File: config.mk
export PLATFORM = sky130hd
export DESIGN_NAME = reg_scoreboard_flat
export DESIGN_NICKNAME = d
export VERILOG_FILES = /design/src/rtl/reg_scoreboard_if.sv /design/src/rtl/reg_scoreboard.sv /design/src/flat_wrapper.sv
export SDC_FILE = /design/constraint.sdc
export NUM_CORES = 1
export LEC_CHECK = 0
export ABC_AREA = 1
export BUFFER_PORTS_ARGS = -buffer_cell sky130_fd_sc_hd__buf_2
export CORE_ASPECT_RATIO = 1.25
export CORE_MARGIN = 1
export CORE_UTILIZATION = 57
export DETAILED_ROUTE_END_ITERATION = 10
export PLACE_DENSITY = 0.93
export SLEW_MARGIN = 20
export SYNTH_ARGS = -nofsm -noshare
export SYNTH_HDL_FRONTEND = slang
export SYNTH_SLANG_ARGS = --single-unit
File: constraint.sdc
create_clock -name clk -period 3.3 [get_ports clk]
set_clock_uncertainty 0.2 [all_clocks]
set_input_delay 0.165 -clock clk [delete_from_list [all_inputs] [get_ports clk]]
set_output_delay 0.165 -clock clk [all_outputs]
set_load 0.01 [all_outputs]
File: src/rtl/reg_scoreboard_if.sv
// rtl/reg_scoreboard_if.sv - decode/writeback handshake bundle between the Tinker pipeline and its register scoreboard
interface reg_scoreboard_if #(
    parameter int NUM_REGS = 32,
    parameter int REG_AW   = 5
);
    logic                dec_valid;
    logic [REG_AW-1:0]   dec_rs;
    logic [REG_AW-1:0]   dec_rt;
    logic [REG_AW-1:0]   dec_rd;
    logic                dec_uses_rs;
    logic                dec_uses_rt;
    logic                dec_writes_rd;
    logic                wb_valid;
    logic [REG_AW-1:0]   wb_rd;
    logic                stall_en;
    logic                issue;
    logic [NUM_REGS-1:0] busy_mask;
    logic                deadlock;

    modport master (
        output dec_valid, dec_rs, dec_rt, dec_rd,
        output dec_uses_rs, dec_uses_rt, dec_writes_rd,
        output wb_valid, wb_rd,
        input  stall_en, issue, busy_mask, deadlock
    );

    modport slave (
        input  dec_valid, dec_rs, dec_rt, dec_rd,
        input  dec_uses_rs, dec_uses_rt, dec_writes_rd,
        input  wb_valid, wb_rd,
        output stall_en, issue, busy_mask, deadlock
    );
endinterface

File: src/rtl/reg_scoreboard.sv
// rtl/reg_scoreboard.sv - pending-write scoreboard producing the pc stall_en and a sticky deadlock flag
module reg_scoreboard #(
    parameter int NUM_REGS = 32,
    parameter int REG_AW   = 5,
    parameter int R0_ZERO  = 0,
    parameter int TIMEOUT  = 255
) (
    input logic clk,
    input logic rst_n,
    reg_scoreboard_if.slave sb
);
    logic [NUM_REGS-1:0] busy;
    logic [NUM_REGS-1:0] busy_nxt;
    logic [7:0]          stall_cnt;
    logic [7:0]          cnt_inc;
    logic                deadlock;
    logic                hazard;
    logic                issue;

    // Out-of-range indices match no entry, so they never hit, set or clear.
    function automatic logic reg_busy(input logic [REG_AW-1:0] idx,
                                      input logic [NUM_REGS-1:0] mask);
        logic r;
        r = 1'b0;
        for (int i = 0; i < NUM_REGS; i++) begin
            if (idx == REG_AW'(i) && !(R0_ZERO != 0 && i == 0)) r = mask[i];
        end
        return r;
    endfunction

    always_comb begin
        hazard = sb.dec_valid & ((sb.dec_uses_rs   & reg_busy(sb.dec_rs, busy)) |
                                 (sb.dec_uses_rt   & reg_busy(sb.dec_rt, busy)) |
                                 (sb.dec_writes_rd & reg_busy(sb.dec_rd, busy)));
        issue  = sb.dec_valid & ~hazard;
    end

    // Set wins over clear on the same index: the issuing writer is younger.
    always_comb begin
        busy_nxt = busy;
        for (int i = 0; i < NUM_REGS; i++) begin
            busy_nxt[i] = (issue & sb.dec_writes_rd & (sb.dec_rd == REG_AW'(i))) |
                          (busy[i] & ~(sb.wb_valid & (sb.wb_rd == REG_AW'(i))));
        end
        if (R0_ZERO != 0) busy_nxt[0] = 1'b0;
    end

    always_comb begin
        cnt_inc = (stall_cnt == 8'hFF) ? stall_cnt : stall_cnt + 8'd1;
    end

    always_ff @(posedge clk or negedge rst_n) begin
        if (!rst_n) begin
            busy      <= '0;
            stall_cnt <= 8'd0;
            deadlock  <= 1'b0;
        end else begin
            busy <= busy_nxt;
            if (hazard) begin
                stall_cnt <= cnt_inc;
                if (cnt_inc >= 8'(TIMEOUT)) deadlock <= 1'b1;
            end else begin
                stall_cnt <= 8'd0;
            end
        end
    end

    assign sb.stall_en  = ~hazard;
    assign sb.issue     = issue;
    assign sb.busy_mask = busy;
    assign sb.deadlock  = deadlock;
endmodule

File: src/flat_wrapper.sv
// flat-port wrapper written by rule: the top's interface ports become plain ports
module reg_scoreboard_flat 
#(
    parameter int NUM_REGS = 32,
    parameter int REG_AW   = 5,
    parameter int R0_ZERO  = 0,
    parameter int TIMEOUT  = 255
)
  (clk, rst_n, sb_dec_valid, sb_dec_rs, sb_dec_rt, sb_dec_rd, sb_dec_uses_rs, sb_dec_uses_rt, sb_dec_writes_rd, sb_wb_valid, sb_wb_rd, sb_stall_en, sb_issue, sb_busy_mask, sb_deadlock);
  reg_scoreboard_if #(.NUM_REGS(NUM_REGS), .REG_AW(REG_AW)) sb_i ();
  input logic clk;
  input logic rst_n;
  input wire logic [$bits(sb_i.dec_valid)-1:0] sb_dec_valid;
  input wire logic [$bits(sb_i.dec_rs)-1:0] sb_dec_rs;
  input wire logic [$bits(sb_i.dec_rt)-1:0] sb_dec_rt;
  input wire logic [$bits(sb_i.dec_rd)-1:0] sb_dec_rd;
  input wire logic [$bits(sb_i.dec_uses_rs)-1:0] sb_dec_uses_rs;
  input wire logic [$bits(sb_i.dec_uses_rt)-1:0] sb_dec_uses_rt;
  input wire logic [$bits(sb_i.dec_writes_rd)-1:0] sb_dec_writes_rd;
  input wire logic [$bits(sb_i.wb_valid)-1:0] sb_wb_valid;
  input wire logic [$bits(sb_i.wb_rd)-1:0] sb_wb_rd;
  output wire logic [$bits(sb_i.stall_en)-1:0] sb_stall_en;
  output wire logic [$bits(sb_i.issue)-1:0] sb_issue;
  output wire logic [$bits(sb_i.busy_mask)-1:0] sb_busy_mask;
  output wire logic [$bits(sb_i.deadlock)-1:0] sb_deadlock;
  assign sb_i.dec_valid = sb_dec_valid;
  assign sb_i.dec_rs = sb_dec_rs;
  assign sb_i.dec_rt = sb_dec_rt;
  assign sb_i.dec_rd = sb_dec_rd;
  assign sb_i.dec_uses_rs = sb_dec_uses_rs;
  assign sb_i.dec_uses_rt = sb_dec_uses_rt;
  assign sb_i.dec_writes_rd = sb_dec_writes_rd;
  assign sb_i.wb_valid = sb_wb_valid;
  assign sb_i.wb_rd = sb_wb_rd;
  assign sb_stall_en = sb_i.stall_en;
  assign sb_issue = sb_i.issue;
  assign sb_busy_mask = sb_i.busy_mask;
  assign sb_deadlock = sb_i.deadlock;
  reg_scoreboard #(.NUM_REGS(NUM_REGS), .REG_AW(REG_AW), .R0_ZERO(R0_ZERO), .TIMEOUT(TIMEOUT)) u_core (.clk(clk), .rst_n(rst_n), .sb(sb_i));
endmodule
-- After elaboration in Yosys (flattened, before gate mapping)
Index checks and enable logic that the tools add are counted.
- add/sub/neg operators: 1
- order comparisons: 1
- eq/ne operators: 125
- mux-type cells: 98
- bitwise gates (word level): 169
- reductions and logical operators: 5
- operators by type and width (cell ; number):
    5-bit equality test (second input constant) ; 64
    5-bit by 4-bit equality test with 1-bit output (second input constant) ; 32
    1-bit AND ; 102
    1-bit 2-to-1 mux ; 96
    5-bit by 3-bit equality test with 1-bit output (second input constant) ; 16
    5-bit by 2-bit equality test with 1-bit output (second input constant) ; 8
    1-bit OR ; 34
    1-bit inverter ; 33
    5-bit by 1-bit equality test with 1-bit output (second input constant) ; 4
    5-bit logical NOT ; 4
    8-bit 2-to-1 mux ; 2
    8-bit by 1-bit adder with 8-bit output (second input constant) ; 1
    8-bit equality test (second input constant) ; 1
    8-bit greater-or-equal comparator (second input constant) ; 1
    2-bit AND reduction ; 1
- bits in registers: 41
- input port bits: 27
- output and inout port bits: 35
- word-level logic and storage cells: 402

-- Logic depth before layout (Yosys ltp)
- depth after elaboration: 42
- mapped depth: 31
- depth with buffers taken out: 31

-- Least setup slack after synthesis
OpenSTA, ideal clock, no wires.
- path type: in2out
- start point: input port sb_dec_rt[0]
- end point: output port sb_issue
- data arrival time: 2.149 ns
- required time: 2.935 ns
- path slack: 0.786 ns
- stages on the path: 28
- path buffers: 1
- cell sequence: buf_6 nor2_4 nand2_1 o21ai_1 inv_1 nand2_1 nand3_1 nand2_1 nand4_1 nand2_1 nand2_1 nand2_1 nand3_1 nand2_1 nand2_1 nand2_1 nand2_1 nand2_1 nand4_1 nand2_1 nand4_1 nand2_1 nand3_1 nand2_1 nand2_2 nor2_8 inv_2 nor2_1
- word-level cells in the longest chain between the ends: 39
- elaborated cells on any way between the ends: 70
- those cells by class: 31 x eq/ne; 32 x mux; 6 x bitwise; 1 x reduce/logical
- RTL lines (item ; line ; RTL):
    start: declaration ; flat_wrapper.sv:15 ; input wire logic [$bits(sb_i.dec_rt)-1:0] sb_dec_rt;
    5-bit logical NOT ; reg_scoreboard.sv:26 ; if (idx == REG_AW'(i) && !(R0_ZERO != 0 && i == 0)) r = mask[i];
    1-bit 2-to-1 mux (31 in a row) ; reg_scoreboard.sv:26 ;
    1-bit 2-to-1 mux * ; reg_scoreboard.sv:26 ;
    1-bit AND * ; reg_scoreboard.sv:33 ; (sb.dec_uses_rt & reg_busy(sb.dec_rt, busy)) |
    1-bit OR * ; reg_scoreboard.sv:32 ; hazard = sb.dec_valid & ((sb.dec_uses_rs & reg_busy(sb.dec_rs, busy)) |
    1-bit OR * ; reg_scoreboard.sv:33 ;
    1-bit AND * ; reg_scoreboard.sv:32 ;
    1-bit inverter * ; reg_scoreboard.sv:35 ; issue = sb.dec_valid & ~hazard;
    1-bit AND * ; reg_scoreboard.sv:35 ;
    end: declaration ; flat_wrapper.sv:23 ; output wire logic [$bits(sb_i.issue)-1:0] sb_issue;
Mark *: on every way between the ends. The rest lies on a longest branch, timed or not.

-- Worst setup path after layout
- start point: register u_core.busy[0], in the netlist u_core.sb.busy_mask[0]
- end point: output port sb_issue
- word-level cells in the longest chain between the ends: 38
- elaborated cells on any way between the ends: 104
- those cells by class: 96 x mux; 8 x bitwise
- RTL lines (item ; line ; RTL):
    start: declaration ; reg_scoreboard.sv:12 ; logic [NUM_REGS-1:0] busy;
    start signal: assignment ; reg_scoreboard.sv:58 ; busy <= busy_nxt;
    1-bit 2-to-1 mux (32 in a row) ; reg_scoreboard.sv:26 ;
    1-bit AND (on tied branches) ; reg_scoreboard.sv:32, reg_scoreboard.sv:33 ;
    1-bit OR ; reg_scoreboard.sv:32 ;
    1-bit OR * ; reg_scoreboard.sv:33 ;
    1-bit AND * ; reg_scoreboard.sv:32 ;
    1-bit inverter * ; reg_scoreboard.sv:35 ;
    1-bit AND * ; reg_scoreboard.sv:35 ;
Marked as above.

==> summary.txt <==
Placed design
  – Place WS: 94.74 ps
  – DP HPWL: 9676 um
  – Final GP Congestion: 1.052
  – Dpl cells: 722
  – Port buffer count: 61

Global routing
  – Global Route Usage Sum: 0.4173
  – Vias in the first global route: 4243
  – Initial antenna violation count: 0
  – Grt ovf: 0
  – Pin count of the biggest net entering global routing: 42
  – First-pass GRT wire length: 20920 um

Timing
  – Slew headroom: 0.3627
  – Setup TNS Final: -253.3 ps
  – Max Fclk: 0.2962 GHz
  – RSZ-0062 raised after global routing: yes
  – Min Clock Period, post-route: 3376 ps
  – Final setup vio count: 11
  – Final Max Tran Viols: 0
  – Slew of the pin with the lowest slew margin: 947.3 ps
  – Final critical-path setup slack: -76.05 ps
  – Final hold violation count: 0
  – Period utilization: 1.023

Finish
  – Layout cells sized above 1: 0.2054
  – Fin cells: 744
  – Fill cell count: 525
  – Register area: 1028 um2
  – Number of antenna diodes: 0
  – Syn-to-layout area delta: 21.52%
  – Nets: 690
  – Area of the multi-input gates: 2107 um2

Worst hold path
  – Worst hold-check path type: input port to flip-flop
  – Worst Hold Depth: 4

Route
  – Met2 Routed Length: 6305 um
  – Remaining routing DRC violations: 0
  – Routed len/inst: 18.08 um
  – WL met1: 4771 um
  – ANT nets after route: 0
  – Pre-antenna DRT Iters: 5
  – Initial DRC Count: 477
  – Uppermost layer routed: met4
  – Detail Route met3 WL: 1548 um
  – Routed WL: 13450 um
  – Via Count: 4659
  – Vias per inst: 6.262

Pwr
  – Leakage: 2.255 nW
  – Pwr Total: 1.692 mW
  – Worst VDD drop: 0.2743 mV
  – Pwr Density: 388.8 nW/um2

Worst setup path
  – Critical Path Fanout Max: 3
  – R2r setup slk: -50 ps
  – Critical Path RT: 2930 ps
  – Setup crit end kind: output port
  – CP max stage delay: 450 ps
  – Launching point of the worst reg2reg path: u_core.sb.busy_mask[0]
  – Nature of the critical path startpoint: flip-flop
  – Crit path top cell by count: nand2_1
  – Critical path arrival: 3010 ps
  – FF-to-FF End: u_core.sb.busy_mask[21]
  – CP max-delay cell: dfrtp_2
  – Worst Setup Path Type: flip-flop to output port
  – Worst reg2reg path depth: 30
  – Crit path from: u_core.sb.busy_mask[0]
  – Worst setup endpoint: sb_issue

Floorplan
  – Die Y: 90.62 um
  – Num rows: 31
  – Die width: 72.90 um
  – Ports: 62
  – Area of the die: 6605 um2
  – Core footprint: 5934 um2
  – Initial core utilization: 0.6034

Clock tree
  – H-tree Lvls: 2
  – Max Root-Sink Buffers: 2
  – Clk Latency, worst-skew pair: 300 ps
  – CTS tree: built
  – Reg clk slew, reported paths: 80 ps
  – Clk sinks: 41
  – Root Driver: clkbuf_8
  – CTS buffer count: 5

Synthesis
  – Synth cell types: 35
  – Most numerous cell in the Yosys netlist: nand2_1
  – Synthesized cell area: 3581 um2
  – Yosys top cell area share: 0.2865
  – Most used DFF post-synth: dfrtp_1
  – Biggest area consumer among synthesized cells: dfrtp_1
  – Sequential fraction of the synthesis area: 0.2865
  – Synth Register Bits: 41
  – Syn_nets: 612
  – Synthesis Warnings: 0
  – Commonest cells in the netlist: 153 x nand2_1, 91 x inv_1, 72 x nand4_1
  – Synth async-reset ratio: 1.000
  – Area contributors post-synth: dfrtp_1 29%, nand2_1 16%, nand4_1 13%
  – Mapped Avg Cell Area: 6.132 um2
  – Synthesized instance count: 584
  – Post-synth EDFFs: 0

Run
  – Maxcap violations: 0

Status
  – Failing checks: negative setup slack
  – Status: complete, but fails checks
[layout by cell type, fill, tap and decap left out, types with 13 or more instances in the layout]
cell and n:
nand4_1 72, buf_2 60, dfrtp_1 39, nor2_1 54
inv_1 91, buf_4 25, nand3_1 38, o21ai_0 40
nand2_1 149, nor2_2 13
[cell families after synthesis]
| family | Yosys count | share of synthesized area |
|---|---|---|
| AOI/OAI and AO/OA | 61 | 0.09609 |
| xor gates and xnor gates | 3 | 0.007339 |
| adders and majority gates | 1 | 0.003494 |
| buffers and inverters | 121 | 0.1370 |
| DFF | 41 | 0.2865 |
| muxes | 1 | 0.002795 |
| and+or+nand+nor | 356 | 0.4668 |
[sequential cells by signal (all words and copies together), names as in the netlist]
name,cells
u_core.sb.busy_mask,32
u_core.sb.deadlock,1
u_core.stall_cnt,8
[critical path, delay by kind of cell, from the launching register on]
| family | cells | cell delay, ps |
|---|---|---|
| flops | 1 | 450 |
| buf+inv | 2 | 180 |
| simple gates | 26 | 2060 |
[worst min path at each step]
stage / startpoint / end
2_1_floorplan: rst_n / u_core.sb.busy_mask[0]
3_3_place_gp: rst_n / u_core.stall_cnt[0]
3_5_place_dp: rst_n / u_core.stall_cnt[1]
4_1_cts: sb_dec_rd[0] / u_core.sb.busy_mask[20]
5_1_grt: sb_dec_rd[0] / u_core.sb.busy_mask[20]
6_report: sb_dec_rd[0] / u_core.sb.busy_mask[20]
[where the power goes]
part | switching, mW | total [mW] | internal, mW | leakage [nW]
Clock | 0.174 | 0.393 | 0.220 | 0.0540
Combinational | 0.373 | 0.608 | 0.235 | 1.66
Sequential | 0.116 | 0.690 | 0.575 | 0.541
[cell type report]
type / count / share of cell area
Clock buffer: 5 / 0.01581
Clock inverter: 2 / 0.008051
Inverter: 97 / 0.08424
Multi-Input combinational cell: 422 / 0.4842
Sequential cell: 41 / 0.2363
Tap cell: 82 / 0.02358
Timing Repair Buffer: 95 / 0.1478
[repair_timing]
item	4_1_cts	5_1_grt
cloned	0	2
hold endpoints to repair	41	0
pin swaps	3	19
hold buffers	1	0
buffers inserted	5	7
gates resized for setup	5	20
endpoints found under the setup margin	2	43
[layer usage]
layer	GRT usage	up-vias
li1	-	2100
met1	0.4975	2095
met2	0.6589	369
met3	0.1116	95
met4	0.2549	0
met5	0	-
[through the flow]
| step | hold slack [ps] | instance area [um2] | util |
|---|---|---|---|
| after CTS | 52.88 | 4174 | 0.7034 |
| final | 69.32 | 4352 | 0.7333 |
| after global placement | 129.9 | 4005 | 0.6749 |
| after global routing | 98.75 | 4352 | 0.7333 |
| after detailed placement | 138.6 | 4005 | 0.6749 |
| after floorplan | -330.6 | 3581 | - |
Note: power is estimated with default switching activity, not from simulation.
